`config.mk`:
```
export PLATFORM = sky130hd
export DESIGN_NAME = elevator_car_ctrl_flat
export DESIGN_NICKNAME = d
export VERILOG_FILES = /design/src/rtl/elevator_car_ctrl_if.sv /design/src/rtl/elevator_car_ctrl.sv /design/src/flat_wrapper.sv
export SDC_FILE = /design/constraint.sdc
export NUM_CORES = 1
export LEC_CHECK = 0
export ABC_AREA = 1
export BUFFER_PORTS_ARGS = -buffer_cell sky130_fd_sc_hd__buf_4
export CORE_MARGIN = 3
export CORE_UTILIZATION = 41
export DETAILED_ROUTE_END_ITERATION = 6
export MAX_ROUTING_LAYER = met4
export PLACE_DENSITY_LB_ADDON = 0.1
export SYNTH_ARGS = -nofsm -noshare
export SYNTH_HDL_FRONTEND = slang
export SYNTH_SLANG_ARGS = --single-unit
```
`constraint.sdc`:
```
create_clock -name clk -period 3.91 [get_ports clk]
set_input_delay 0.391 -clock clk [delete_from_list [all_inputs] [get_ports clk]]
set_output_delay 0.391 -clock clk [all_outputs]
set_load 0.01 [all_outputs]
```
`src/rtl/elevator_car_ctrl_if.sv`:
```
// Call inputs and car status outputs of the 4-floor elevator car controller.
// master = call encoder / observer side, slave = car controller.
interface elevator_car_ctrl_if;
  logic [1:0] up_or_down;
  logic [1:0] actual_stage;
  logic [1:0] current_floor;
  logic       moving;
  logic       dir_up;
  logic       door_open;
  logic [3:0] pending;
  logic       arrive;

  modport master (
    output up_or_down,
    output actual_stage,
    input  current_floor,
    input  moving,
    input  dir_up,
    input  door_open,
    input  pending,
    input  arrive
  );

  modport slave (
    input  up_or_down,
    input  actual_stage,
    output current_floor,
    output moving,
    output dir_up,
    output door_open,
    output pending,
    output arrive
  );
endinterface

```
`src/rtl/elevator_car_ctrl.sv`:
```
// Elevator car controller: pending-call mask, SCAN direction choice,
// floor travel timer and door timer sharing one down-counter.
module elevator_car_ctrl #(
  parameter int FLOOR_TICKS = 16,
  parameter int DOOR_TICKS  = 8,
  parameter int CNT_W       = 16
) (
  input  logic               clk,
  input  logic               rst_n,
  elevator_car_ctrl_if.slave bus
);
  typedef enum logic [1:0] {
    S_IDLE,
    S_MOVING,
    S_DOOR
  } state_t;

  localparam logic [CNT_W-1:0] FLOOR_LD = CNT_W'(FLOOR_TICKS - 1);
  localparam logic [CNT_W-1:0] DOOR_LD  = CNT_W'(DOOR_TICKS - 1);
  localparam logic [CNT_W-1:0] ONE      = CNT_W'(1);

  state_t           r_state, w_state;
  logic [1:0]       r_floor, w_floor;
  logic             r_dir, w_dir;
  logic [3:0]       r_pend, w_pend;
  logic [CNT_W-1:0] r_cnt, w_cnt;
  logic             r_arrive, w_arrive;

  logic [3:0] w_req;
  logic [3:0] w_ahead_up;
  logic [3:0] w_ahead_dn;
  logic [1:0] w_next_fl;
  logic       w_unused;

  assign w_unused   = bus.up_or_down[0];
  assign w_req      = bus.up_or_down[1] ?
                      (4'b0001 << bus.actual_stage) : 4'b0000;
  assign w_ahead_up = r_pend & (4'b1110 << r_floor);
  assign w_ahead_dn = r_pend & (4'b0111 >> (2'd3 - r_floor));

  // Clamped neighbour floor in the current direction
  always_comb begin
    w_next_fl = r_floor;
    if (r_dir) begin
      if (r_floor != 2'd3) w_next_fl = r_floor + 2'd1;
    end else begin
      if (r_floor != 2'd0) w_next_fl = r_floor - 2'd1;
    end
  end

  always_comb begin
    w_state  = r_state;
    w_floor  = r_floor;
    w_dir    = r_dir;
    w_pend   = r_pend | w_req;
    w_cnt    = r_cnt;
    w_arrive = 1'b0;
    unique case (r_state)
      S_IDLE: begin
        if (r_pend[r_floor]) begin
          w_state         = S_DOOR;
          w_pend[r_floor] = 1'b0;
          w_cnt           = DOOR_LD;
        end else if (|r_pend) begin
          w_dir   = r_dir ? (|w_ahead_up) : ~(|w_ahead_dn);
          w_state = S_MOVING;
          w_cnt   = FLOOR_LD;
        end
      end
      S_MOVING: begin
        if (r_cnt != '0) begin
          w_cnt = r_cnt - ONE;
        end else begin
          w_floor  = w_next_fl;
          w_arrive = 1'b1;
          if (r_pend[w_next_fl]) begin
            w_state           = S_DOOR;
            w_pend[w_next_fl] = 1'b0;
            w_cnt             = DOOR_LD;
          end else begin
            w_cnt = FLOOR_LD;
          end
        end
      end
      S_DOOR: begin
        if (w_req[r_floor]) begin
          w_pend[r_floor] = 1'b0;
          w_cnt           = DOOR_LD;
        end else if (r_cnt == '0) begin
          w_state = S_IDLE;
        end else begin
          w_cnt = r_cnt - ONE;
        end
      end
      default: w_state = S_IDLE;
    endcase
  end

  always_ff @(posedge clk) begin
    if (!rst_n) begin
      r_state  <= S_IDLE;
      r_floor  <= 2'd0;
      r_dir    <= 1'b1;
      r_pend   <= 4'b0000;
      r_cnt    <= '0;
      r_arrive <= 1'b0;
    end else begin
      r_state  <= w_state;
      r_floor  <= w_floor;
      r_dir    <= w_dir;
      r_pend   <= w_pend;
      r_cnt    <= w_cnt;
      r_arrive <= w_arrive;
    end
  end

  assign bus.current_floor = r_floor;
  assign bus.moving        = (r_state == S_MOVING);
  assign bus.dir_up        = r_dir;
  assign bus.door_open     = (r_state == S_DOOR);
  assign bus.pending       = r_pend;
  assign bus.arrive        = r_arrive;
endmodule

```
`src/flat_wrapper.sv`:
```
// flat-port wrapper written by rule: the top's interface ports become plain ports
module elevator_car_ctrl_flat 
#(
  parameter int FLOOR_TICKS = 16,
  parameter int DOOR_TICKS  = 8,
  parameter int CNT_W       = 16
)
  (clk, rst_n, bus_up_or_down, bus_actual_stage, bus_current_floor, bus_moving, bus_dir_up, bus_door_open, bus_pending, bus_arrive);
  elevator_car_ctrl_if bus_i ();
  input  logic clk;
  input  logic rst_n;
  input wire logic [$bits(bus_i.up_or_down)-1:0] bus_up_or_down;
  input wire logic [$bits(bus_i.actual_stage)-1:0] bus_actual_stage;
  output wire logic [$bits(bus_i.current_floor)-1:0] bus_current_floor;
  output wire logic [$bits(bus_i.moving)-1:0] bus_moving;
  output wire logic [$bits(bus_i.dir_up)-1:0] bus_dir_up;
  output wire logic [$bits(bus_i.door_open)-1:0] bus_door_open;
  output wire logic [$bits(bus_i.pending)-1:0] bus_pending;
  output wire logic [$bits(bus_i.arrive)-1:0] bus_arrive;
  assign bus_i.up_or_down = bus_up_or_down;
  assign bus_i.actual_stage = bus_actual_stage;
  assign bus_current_floor = bus_i.current_floor;
  assign bus_moving = bus_i.moving;
  assign bus_dir_up = bus_i.dir_up;
  assign bus_door_open = bus_i.door_open;
  assign bus_pending = bus_i.pending;
  assign bus_arrive = bus_i.arrive;
  elevator_car_ctrl #(.FLOOR_TICKS(FLOOR_TICKS), .DOOR_TICKS(DOOR_TICKS), .CNT_W(CNT_W)) u_core (.clk(clk), .rst_n(rst_n), .bus(bus_i));
endmodule
```
# Word level (Yosys, flattened, before mapping)
# Cells that the tools add are included.
[word_totals]
regBits = 26
in_bits = 6
out_inout_bits = 10
elab_cells = 86
[classes]
add_sub_neg = 4
n_lt_le_gt_ge = 4
n_eq_ne = 9
n_shift = 3
muxes = 35
n_bitwise = 10
reduce_logical = 15
[ops]
columns = ["op", "count"]
rows = [
  ["$mux 16", 5],
  ["$pmux 16 s3", 1],
  ["$mux 4", 6],
  ["$mux 2", 9],
  ["$and 4x4->4", 4],
  ["$logic_not 16->1", 1],
  ["$reduce_bool 16->1", 1],
  ["$sub 16x1->16 const B", 1],
  ["$pmux 4 s3", 1],
  ["$reduce_or 4->1", 3],
  ["$not 4->4", 2],
  ["$mux 1", 7],
  ["$bmux 1 s2", 3],
  ["$lt 2x3->1 const B", 2],
  ["$ne 2x2->1 const B", 3],
  ["$pmux 2 s3", 1],
  ["$reduce_and 3->1", 2],
  ["$reduce_and 5->1", 1],
  ["$demux 1 s2", 2],
  ["$ge 2x1->1 const B", 2],
  ["$ne 2x1->1 const B", 2],
  ["$or 4x4->4", 1],
  ["$reduce_and 2->1", 2],
  ["$shl 1x2->4 const A", 1],
  ["14 further kinds", 17],
]

# Longest topological paths before layout
# Gate-level depths: netlist of the first run.
[depth]
ltp_word = 12
ltp_mapped = 15
ltp_nobuf = 14

# Worst setup path after synthesis of the first run
# OpenSTA, ideal clock, no wires.
[synth_timing]
path_type = "flip-flop to flip-flop"
from = "register u_core.r_state[0]"
to = "register u_core.r_cnt[4]"
setup_ps = 128
t_arrival_ps = 1579
required_ps = 3782
setup_slack_ps = 2202
path_stages_with_launch = 11
path_buffers = 2
period_less_slack_ps = 1708
path_cell_list = "dfxtp_1 inv_1 ha_1 clkbuf_1 inv_1 nor2_8 a21oi_4 buf_6 nand3_1 nand2_1 nor2_1"
[synth_between]
elab_chain_cells = 3
word_cells_on_any_way = 8
classes_between = "eq/ne (4); mux (1); reduce/logical (3)"
[synth_rtl]
columns = ["item", "line", "source"]
rows = [
  ["start: declaration", "elevator_car_ctrl.sv:22", "state_t r_state, w_state;"],
  ["start signal: assignment", "elevator_car_ctrl.sv:108", "r_state <= w_state;"],
  ["$eq 2x2->1 (*)", "--", ""],
  ["named net bus_door_open", "flat_wrapper.sv:17", "output wire logic [$bits(bus_i.door_open)-1:0] bus_door_open;"],
  ["$ne 3x2->1 (no source line) or $reduce_bool 3->1 (tied branches)", "--", ""],
  ["$reduce_and 3->1 (no source line)", "--", ""],
  ["end signal: assignment", "elevator_car_ctrl.sv:112", "r_cnt <= w_cnt;"],
  ["end: declaration", "elevator_car_ctrl.sv:26", "logic [CNT_W-1:0] r_cnt, w_cnt;"],
]
# Mark *: on every way through the listed nets, which the timed path passes. The rest lies on a longest branch.
# A chain may end at the register's enable or synchronous reset.

# Worst setup path after layout of the first run
[layout_timing]
from = "register u_core.r_state[0]"
to = "register u_core.r_cnt[4]"
[layout_between]
elab_chain_cells = 3
word_cells_on_any_way = 8
classes_between = "eq/ne (4); mux (1); reduce/logical (3)"
[layout_rtl]
columns = ["item", "line", "source"]
rows = [
  ["$eq 2x2->1 (tied with other cells)", "elevator_car_ctrl.sv:58", "unique case (r_state)"],
  ["$ne 3x2->1 (no source line) (tied with other cells)", "--", ""],
  ["$reduce_and 3->1 (no source line)", "--", ""],
]
# Parallel ways exist; a longest one is shown, timed or not.

==> results of run 1 <==
metrics by stage:
step | hold slack [ns] | total power [mW] | setup WS [ns]
after detailed placement | 0.4898 | 1.485 | 1.919
after CTS | 0.3857 | 1.673 | 1.928
final | 0.3900 | 1.666 | 1.935
after global placement | 0.4743 | 1.479 | 1.930
after floorplan | 0.4521 | 1.270 | 2.202
after global routing | 0.3964 | 1.855 | 1.739
registers in the layout, summed over array words and instances, names as in the netlist:
signal	flops
u_core.bus.dir_up	1
u_core.r_state	2
u_core.bus.current_floor	2
u_core.bus.arrive	1
u_core.bus.pending	4
u_core.r_cnt	16
power by group:
part	total, mW	switching [mW]	internal [mW]
combinational	1.08	0.711	0.365
clock	0.180	0.0902	0.0902
sequential	0.409	0.0726	0.337
final timing paths:
| check | from | end | depth (start not counted) |
|---|---|---|---|
| setup reg to reg | u_core.r_state[0] | u_core.r_cnt[4] | 8 |
| setup / recovery | u_core.r_state[0] | u_core.r_cnt[4] | 8 |
| hold / removal | rst_n | u_core.bus.dir_up | 2 |
| hold reg to reg | u_core.r_cnt[13] | u_core.r_cnt[13] | 2 |
kinds of logic after synthesis:
family	after synthesis	synth area share, %
fa+ha+maj	6	3.929
xor+xnor	3	1.375
flops	26	27.24
buf+inv	52	11.00
simple gates	165	39.88
compound gates	55	16.57
per-layer routing:
layer  vias to the layer above  wire, µm  share of wire [%]
met5                         -         0                  0
met3                         2       201                4.3
met4                         0        27               0.58
li1                       1022         -                  -
met1                       861      2577                 55
met2                        32      1870                 40
layout by cell type, fill, tap and decap left out, types with 5 or more instances in the layout:
cell type and n:
nand4_1 5, dfxtp_1 26, nand3_1 32, nor3_1 7, inv_2 5, a21oi_1 21
ha_1 6, inv_1 42, o21ai_1 5, o21ai_0 15, buf_4 14, nand2_1 67
nor2_1 38
layout make-up:
cell class | instances | area (µm²) | share of cell area, %
sequential | 26 | 520.5 | 24.76
timing repair buffer | 14 | 105.1 | 5.000
multi-input combinational | 229 | 1180 | 56.13
clock buffer | 4 | 55.05 | 2.619
tap | 52 | 65.06 | 3.095
inverter | 47 | 176.4 | 8.393
==> key figures, run 1 <==
Die
  – IO Count: 16
  – Core Footprint: 4414 µm²
  – Initial Util: 43.28%
  – Die W: 74.27 µm
  – Num rows: 24
  – Die height: 74.27 µm
  – Die Area: 5515 µm²

Layout
  – Layout cell share with drive strength beyond 1: 12.81%
  – Final Non-Filler Cells: 372
  – Post-route cell area: 2102 µm²
  – NumNets Final: 333
  – Antenna cells: 0
  – Fillers: 486
  – Util after Layout: 47.62%
  – P&R area growth vs syn: 10.02%

Logic synthesis
  – Avg Inst Size Synth: 6.223 µm²
  – Syn Nets: 319
  – #FFs+latches synth: 26
  – Post-synth ARST share: 0%
  – Synth top cells by count: 67 x nand2_1, 42 x inv_1, 38 x nor2_1
  – Area leader, netlist: dfxtp_1
  – Sequential share of the synthesized area: 27.24%
  – Unique masters post-synth: 33
  – Top_reg_cell synth: dfxtp_1
  – Yosys top cell area share: 27.24%
  – Count leader, synth: nand2_1
  – Cells after Synth: 307
  – Synth top area cells: dfxtp_1 27%, nand2_1 13%, nand3_1 8.4%
  – Number of synthesized flops with an enable pin: 0
  – Synthesized cell area: 1911 µm²
  – YS warnings: 0

CTS
  – Cts bufs inserted: 3
  – Sink Count: 26
  – Clk Latency, worst-skew pair: 0.28 ns
  – CTS tree: built
  – Setup Buffers After CTS: 0
  – Maximum buffer depth of the clock tree: 2
  – H-tree lvl count: 1
  – Hold_buf cts: 0
  – Post-CTS Resized: 0
  – Clock transition at path regs: 0.10 ns
  – CTS Root Buffer Type: clkbuf_8

Timing
  – Final Hold Viols: 0
  – Final period util: 50.51%
  – Final setup violating endpoints: 0
  – Min Tclk post-route: 1.975 ns
  – Worst slew pin tran: 0.4912 ns
  – Unrepaired setup endpoints after global routing: no
  – Setup TNS: 0 ns
  – Max Freq: 0.5064 GHz
  – Clock Skews: 0.01110 ns
  – Pins Over Slew Limit: 0
  – Slew HR: 67.18%

Place
  – Final GP Congestion: 0.8737
  – IO buf count: 14
  – Placed insts: 368
  – Placed inst area: 2047 µm²
  – Post-DP HPWL: 3670 µm

Flow run
  – Max Cap Viol: 0

Worst setup path
  – CP max stage delay: 0.44 ns
  – Reg2reg setup slack: 1.94 ns
  – Slowest CP cell: o21ai_1
  – Most used cell, CP: inv_1
  – CP Data Arrival Time: 2.12 ns
  – CP bufs+invs: 2
  – Startpoint class of the critical path: register
  – Crit path max-delay family: compound AO/OA/AOI/OAI gates
  – Max FO, Critical Path: 12
  – CP required: 4.06 ns
  – CP Cell Sequence: inv_1 -> ha_1 -> inv_1 -> nor2_8 -> nand2_4 -> nand2_2 -> o21ai_1 -> nor2_1
  – Worst Setup End Kind: register
  – Crit Path Class: reg -> reg

Status
  – Outcome: finished, final reports clean

Global routing
  – First-pass GRT wire length: 7914 µm
  – Initial antenna violation count: 0
  – Pin count of the biggest net entering global routing: 18
  – M2 GR Usage: 26.67%
  – Gr usage total: 18.84%
  – Vias in the first global route: 1,699
  – Met1 GRT Util: 28.24%
  – GRT met3 Usage: 2.838%
  – Gr busiest metal: met1
  – Gr ovfl total: 0

Detailed routing
  – Post-DRT Antenna Nets: 0
  – Routed WL: 4677 µm
  – Drt pass-1 iters: 4
  – First-iteration detailed-routing DRC count: 99
  – Vias: 1,917
  – # DRC: 0
  – DR vias/cell: 5.153
  – Average wire per standard cell: 12.57 µm

Min path
  – Hold crit path type: in -> reg

Power and ir drop
  – Peak supply drop: 0.3742 mV
  – P per Cell Area: 792.6 nW/µm²
  – Leak: 1.029 nW
Power figures use the tool's default switching activity.
==> run 2: changes to the inputs <==
- clock period: 3.91 -> 1.73 ns (I/O delays scaled with it)
==> run 2 against run 1 <==
Effect of this change:
- via count up 7.4%
- count of clock-buffer cells in the layout down 1
- sequential cell count unchanged
- clock power up 97%
- highest routed layer unchanged
- register-to-register slack worse by 1.8 ns
- largest cell class unchanged
- wire length up 11%
==> key figures, run 2 (synthesis gave the netlist of run 1 again) <==
Timing
  – Worst hold margin: 0.1929 ns
  – Max Freq: 0.6086 GHz
  – Final Hold Viols: 0
  – Final period util: 94.98%
  – Slew HR: 77.15%
  – Min Tclk post-route: 1.643 ns
  – Unrepaired setup endpoints after global routing: yes
  – Final worst slack: 0.08677 ns
  – Clock Skews: 0.003212 ns
  – Worst slew pin tran: 0.3424 ns
  – Pins Over Slew Limit: 0
  – Final setup violating endpoints: 0

Worst setup path
  – CP Cell Sequence: nand2_1 -> nor2_1 -> nor2_2 -> nand2_4 -> nor2_8 -> nand2_4 -> nand2_8 -> nor2_4 -> nor2_4 -> nand2_1 -> nor2_1
  – Worst Setup End Kind: register
  – Max FO, Critical Path: 5
  – CP required: 1.95 ns
  – Critical Path End: u_core.r_cnt[9]
  – Reg-to-reg startpoint: u_core.bus.current_floor[0]
  – Crit Path Class: reg -> reg
  – Reg2reg setup slack: 0.09 ns
  – CP Data Arrival Time: 1.86 ns
  – CP startpoint: u_core.bus.current_floor[0]
  – Slowest CP cell: dfxtp_4
  – Reg2reg end: u_core.r_cnt[9]
  – CP max stage delay: 0.38 ns
  – Startpoint class of the critical path: register
  – R2R cell count: 11

Detailed routing
  – Average wire per standard cell: 12.81 µm
  – Drt pass-1 iters: 4
  – First-iteration detailed-routing DRC count: 139
  – DR vias/cell: 5.057
  – # DRC: 0
  – Post-DRT Antenna Nets: 0
  – Vias: 2,058
  – Routed WL: 5214 µm

Power and ir drop
  – Leak: 1.232 nW
  – P per Cell Area: 1863 nW/µm²
  – Peak supply drop: 0.9421 mV

CTS
  – Maximum buffer depth of the clock tree: 2
  – CTS Root Buffer Type: clkbuf_8
  – H-tree lvl count: 1
  – Hold_buf cts: 0
  – Sink Count: 26
  – CTS tree: built
  – Clk Latency, worst-skew pair: 0.27 ns
  – Clock transition at path regs: 0.09 ns
  – Cts bufs inserted: 3

Die
  – Die Area: 5515 µm²
  – Num rows: 24
  – IO Count: 16
  – Core Footprint: 4414 µm²
  – Die height: 74.27 µm
  – Initial Util: 43.28%
  – Die W: 74.27 µm

Layout
  – Antenna cells: 0
  – Max FFs per register: 16
  – P&R area growth vs syn: 34.05%
  – Most common cell after layout, fill and taps aside: nand2_1
  – Layout cell share with drive strength beyond 1: 33.24%
  – Post-route cell area: 2561 µm²
  – Top reg by flops: u_core.r_cnt
  – Final Non-Filler Cells: 407
  – NumNets Final: 369
  – Most frequent cells in the layout: 58 x nand2_1, 47 x buf_4, 37 x inv_1

Place
  – Placed insts: 402
  – Pre-CTS WS: -0.03331 ns
  – Final GP Congestion: 0.9517
  – Post-DP HPWL: 4070 µm
  – Placed inst area: 2327 µm²
  – IO buf count: 14

Min path
  – Hold crit path type: in -> reg

Global routing
  – Gr usage total: 20.17%
  – Initial antenna violation count: 0
  – Pin count of the biggest net entering global routing: 18
  – Gr ovfl total: 0
  – Vias in the first global route: 1,813
  – First-pass GRT wire length: 8507 µm

Flow run
  – Max Cap Viol: 0

Status
  – Outcome: finished, final reports clean
run 2: cell count changes in the layout (fill, tap and decap cells not counted), sizes merged:
cell,delta
clkbuf,-1
buf,+36
run 2: final cells by class:
class	count	area, µm²
clock buffers	3	41.29
fillers	426	1853
inverters	47	176.4
flip-flops and latches	26	536.8
multi-input cells	229	1338
well taps	52	65.06
repair buffers	50	404.1
run 2: per-stage QoR:
stage	total power, mW	util [%]	setup TNS [ns]
floorplan	2.870	-	0
global placement	3.919	52.72	-0.02004
detailed placement	3.939	52.72	-0.07089
CTS	4.376	54.17	0
global route	5.224	58.02	-0.1503
finish	4.772	58.02	0
run 2: timing repair:
item | in CTS | in global routing
endpoints found under the setup margin | 12 | 24
buffers inserted | 1 | 1
resized for setup | 4 | 53
pin swaps | 2 | 14
run 2: worst min path at each step:
stage / startpoint / endpoint / cells past startpoint
2_1_floorplan: bus_up_or_down[1] / u_core.bus.pending[0] / 4
3_3_place_gp: rst_n / u_core.bus.dir_up / 2
3_5_place_dp: rst_n / u_core.bus.dir_up / 2
4_1_cts: rst_n / u_core.bus.dir_up / 2
5_1_grt: rst_n / u_core.bus.dir_up / 2
6_report: rst_n / u_core.bus.dir_up / 2
run 2: critical path: cells and delay by family, from the launching register on:
kind             cells  cell delay [ns]
flip-flops           1             0.38
AND/OR/NAND/NOR     11             1.20
run 2: power breakdown:
part           total [mW]  internal [mW]  switching (mW)
clock network       0.354          0.156           0.197
registers           0.937          0.777           0.159
logic                3.48           1.51            1.97
run 2: metal layers:
layer | routed length, µm | vias to the layer above | track usage [%] | share of wire (%)
met5 | 0 | - | - | 0
met4 | 22 | 0 | 1.976 | 0.42
met3 | 312 | 2 | 3.514 | 6.0
met2 | 2219 | 46 | 29.33 | 43
met1 | 2659 | 914 | 30.13 | 51
li1 | - | 1096 | - | -
==> run 3: changes to the inputs <==
- REMOVE_ABC_BUFFERS: default -> 1
==> run 3 against run 2 <==
Effect of this change:
- wire length rose by 2.6%
- clock power rose by 50%
- sequential cell count did not move
- clock skew rose by 0.0012 ns
- global-route usage rose by 0.27 points
- critical path depth rose by 2
- sequential share of layout area fell by 0.36 points
- register-to-register slack got worse by 0.04 ns
- combinational power rose by 1%
==> key figures, run 3 (synthesis gave the netlist of run 1 again) <==
Global routing
  – Gr usage total: 20.44%
  – Vias in the first global route: 1,904
  – Pin count of the biggest net entering global routing: 18
  – Gr ovfl total: 0
  – Initial antenna violation count: 0
  – First-pass GRT wire length: 8666 µm

Die
  – IO Count: 16
  – Die W: 74.27 µm
  – Num rows: 24
  – Initial Util: 43.28%
  – Die Area: 5515 µm²
  – Die height: 74.27 µm
  – Core Footprint: 4414 µm²

Worst setup path
  – Critical Path End: u_core.r_cnt[12]
  – CP required: 1.95 ns
  – CP max stage delay: 0.35 ns
  – CP startpoint: u_core.r_cnt[13]
  – Reg2reg end: u_core.r_cnt[12]
  – R2R cell count: 13
  – Worst Setup End Kind: register
  – Reg2reg setup slack: 0.05 ns
  – Reg-to-reg startpoint: u_core.r_cnt[13]
  – CP Data Arrival Time: 1.90 ns
  – Startpoint class of the critical path: register
  – CP Cell Sequence: nor2_4 -> inv_2 -> nor3_2 -> nand2_1 -> nor2_4 -> buf_12 -> nand2_4 -> nand2_4 -> buf_4 -> nor2_1 -> nand2_1 -> nand2_1 -> nor2_2
  – Crit Path Class: reg -> reg
  – Slowest CP cell: dfxtp_2
  – Most used cell, CP: nand2_1
  – Max FO, Critical Path: 6

Place
  – Post-DP HPWL: 4038 µm
  – IO buf count: 14
  – Final GP Congestion: 0.8966
  – Pre-CTS WS: -0.05396 ns

Power and ir drop
  – Leak: 1.262 nW
  – P per Cell Area: 1919 nW/µm²
  – Peak supply drop: 0.8797 mV

Layout
  – NumNets Final: 374
  – Top reg by flops: u_core.r_cnt
  – P&R area growth vs syn: 36.08%
  – Area occupied by multi-input gates: 1311 µm²
  – Max FFs per register: 16
  – Most frequent cells in the layout: 58 x nand2_1, 53 x buf_4, 37 x inv_1
  – Most common cell after layout, fill and taps aside: nand2_1
  – Antenna cells: 0
  – Layout cell share with drive strength beyond 1: 32.69%
  – Fillers: 438
  – Sequential Area: 535.5 µm²

Timing
  – Max Freq: 0.5952 GHz
  – Min Tclk post-route: 1.680 ns
  – Slew HR: 78.02%
  – Final period util: 97.11%
  – Final worst slack: 0.04996 ns
  – Unrepaired setup endpoints after global routing: yes
  – Setup TNS: 0 ns
  – Worst slew pin tran: 0.3293 ns
  – Pins Over Slew Limit: 0
  – Clock Skews: 0.004374 ns
  – Final setup violating endpoints: 0
  – Final Hold Viols: 0

Detailed routing
  – # DRC: 0
  – Average wire per standard cell: 12.95 µm
  – First-iteration detailed-routing DRC count: 153
  – DR vias/cell: 5.157
  – Drt pass-1 iters: 4
  – Post-DRT Antenna Nets: 0
  – Vias: 2,130
  – Routed WL: 5347 µm

CTS
  – Hold_buf cts: 0
  – Cts bufs inserted: 3
  – Clk Latency, worst-skew pair: 0.28 ns
  – CTS Root Buffer Type: clkbuf_8
  – CTS tree: built
  – Clock transition at path regs: 0.10 ns
  – Sink Count: 26
  – H-tree lvl count: 1
  – Maximum buffer depth of the clock tree: 2

Min path
  – Hold crit path type: in -> reg

Flow run
  – Max Cap Viol: 0

Status
  – Outcome: finished, final reports clean
## run 3: cell types whose count changed in the layout (fill, tap and decap cells not counted), sizes merged
cell    change
buf         +5
bufinv      +1
## run 3: layout make-up
class                           count  area share (%)
Clock buffer                        3           1.588
Tap cell                           52           2.502
Multi-Input combinational cell    229           50.43
Clock inverter                      1           1.155
Timing Repair Buffer               55           16.84
Sequential cell                    26           20.60
Inverter                           47           6.882
## run 3: how the worst min path moves through the flow
| stage | from | to | slack [ns] | cells after the start |
|---|---|---|---|---|
| 6_report | rst_n | u_core.bus.dir_up | 0.19 | 2 |
| 5_1_grt | rst_n | u_core.bus.dir_up | 0.19 | 2 |
| 4_1_cts | rst_n | u_core.bus.dir_up | 0.18 | 2 |
| 3_5_place_dp | rst_n | u_core.bus.dir_up | 0.47 | 2 |
| 3_3_place_gp | rst_n | u_core.bus.dir_up | 0.47 | 2 |
| 2_1_floorplan | rst_n | u_core.bus.dir_up | 0.26 | 1 |
## run 3: repair_timing
action / CTS / global route
endpoints found under the setup margin: 13 / 21
buffers inserted: 1 / 8
endpoints found under the hold margin: 0 / 0
gates resized for setup: 7 / 44
pin swaps: 2 / 17
## run 3: per-stage QoR
stage	std cells	total power [mW]	util, %	hold WS [ns]	cell area, µm²
after floorplan	302	2.790	-	0.2576	1877
after global placement	400	3.948	52.38	0.4694	2312
after detailed placement	400	3.967	52.38	0.4705	2312
after CTS	405	4.593	54.65	0.1785	2412
after global routing	413	5.433	58.90	0.1938	2600
final	413	4.990	58.90	0.1852	2600
## run 3: worst max-delay path: cells and delay by family, from the launching register on
family / cells / cell delay, ns
and+or+nand+nor: 10 / 0.93
DFF: 1 / 0.35
buffers and inverters: 3 / 0.33
## run 3: per-layer routing
| metal | vias up | track usage, % | share of wire [%] |
|---|---|---|---|
| li1 | 1111 | - | - |
| met2 | 61 | 31.30 | 44 |
| met5 | - | - | 0 |
| met3 | 2 | 2.703 | 5.5 |
| met4 | 0 | 4.545 | 0.52 |
| met1 | 956 | 28.68 | 50 |
## run 3: power breakdown
part | internal, mW | switching (mW)
logic | 1.56 | 1.97
clock network | 0.310 | 0.222
registers | 0.774 | 0.158
total | 2.64 | 2.35
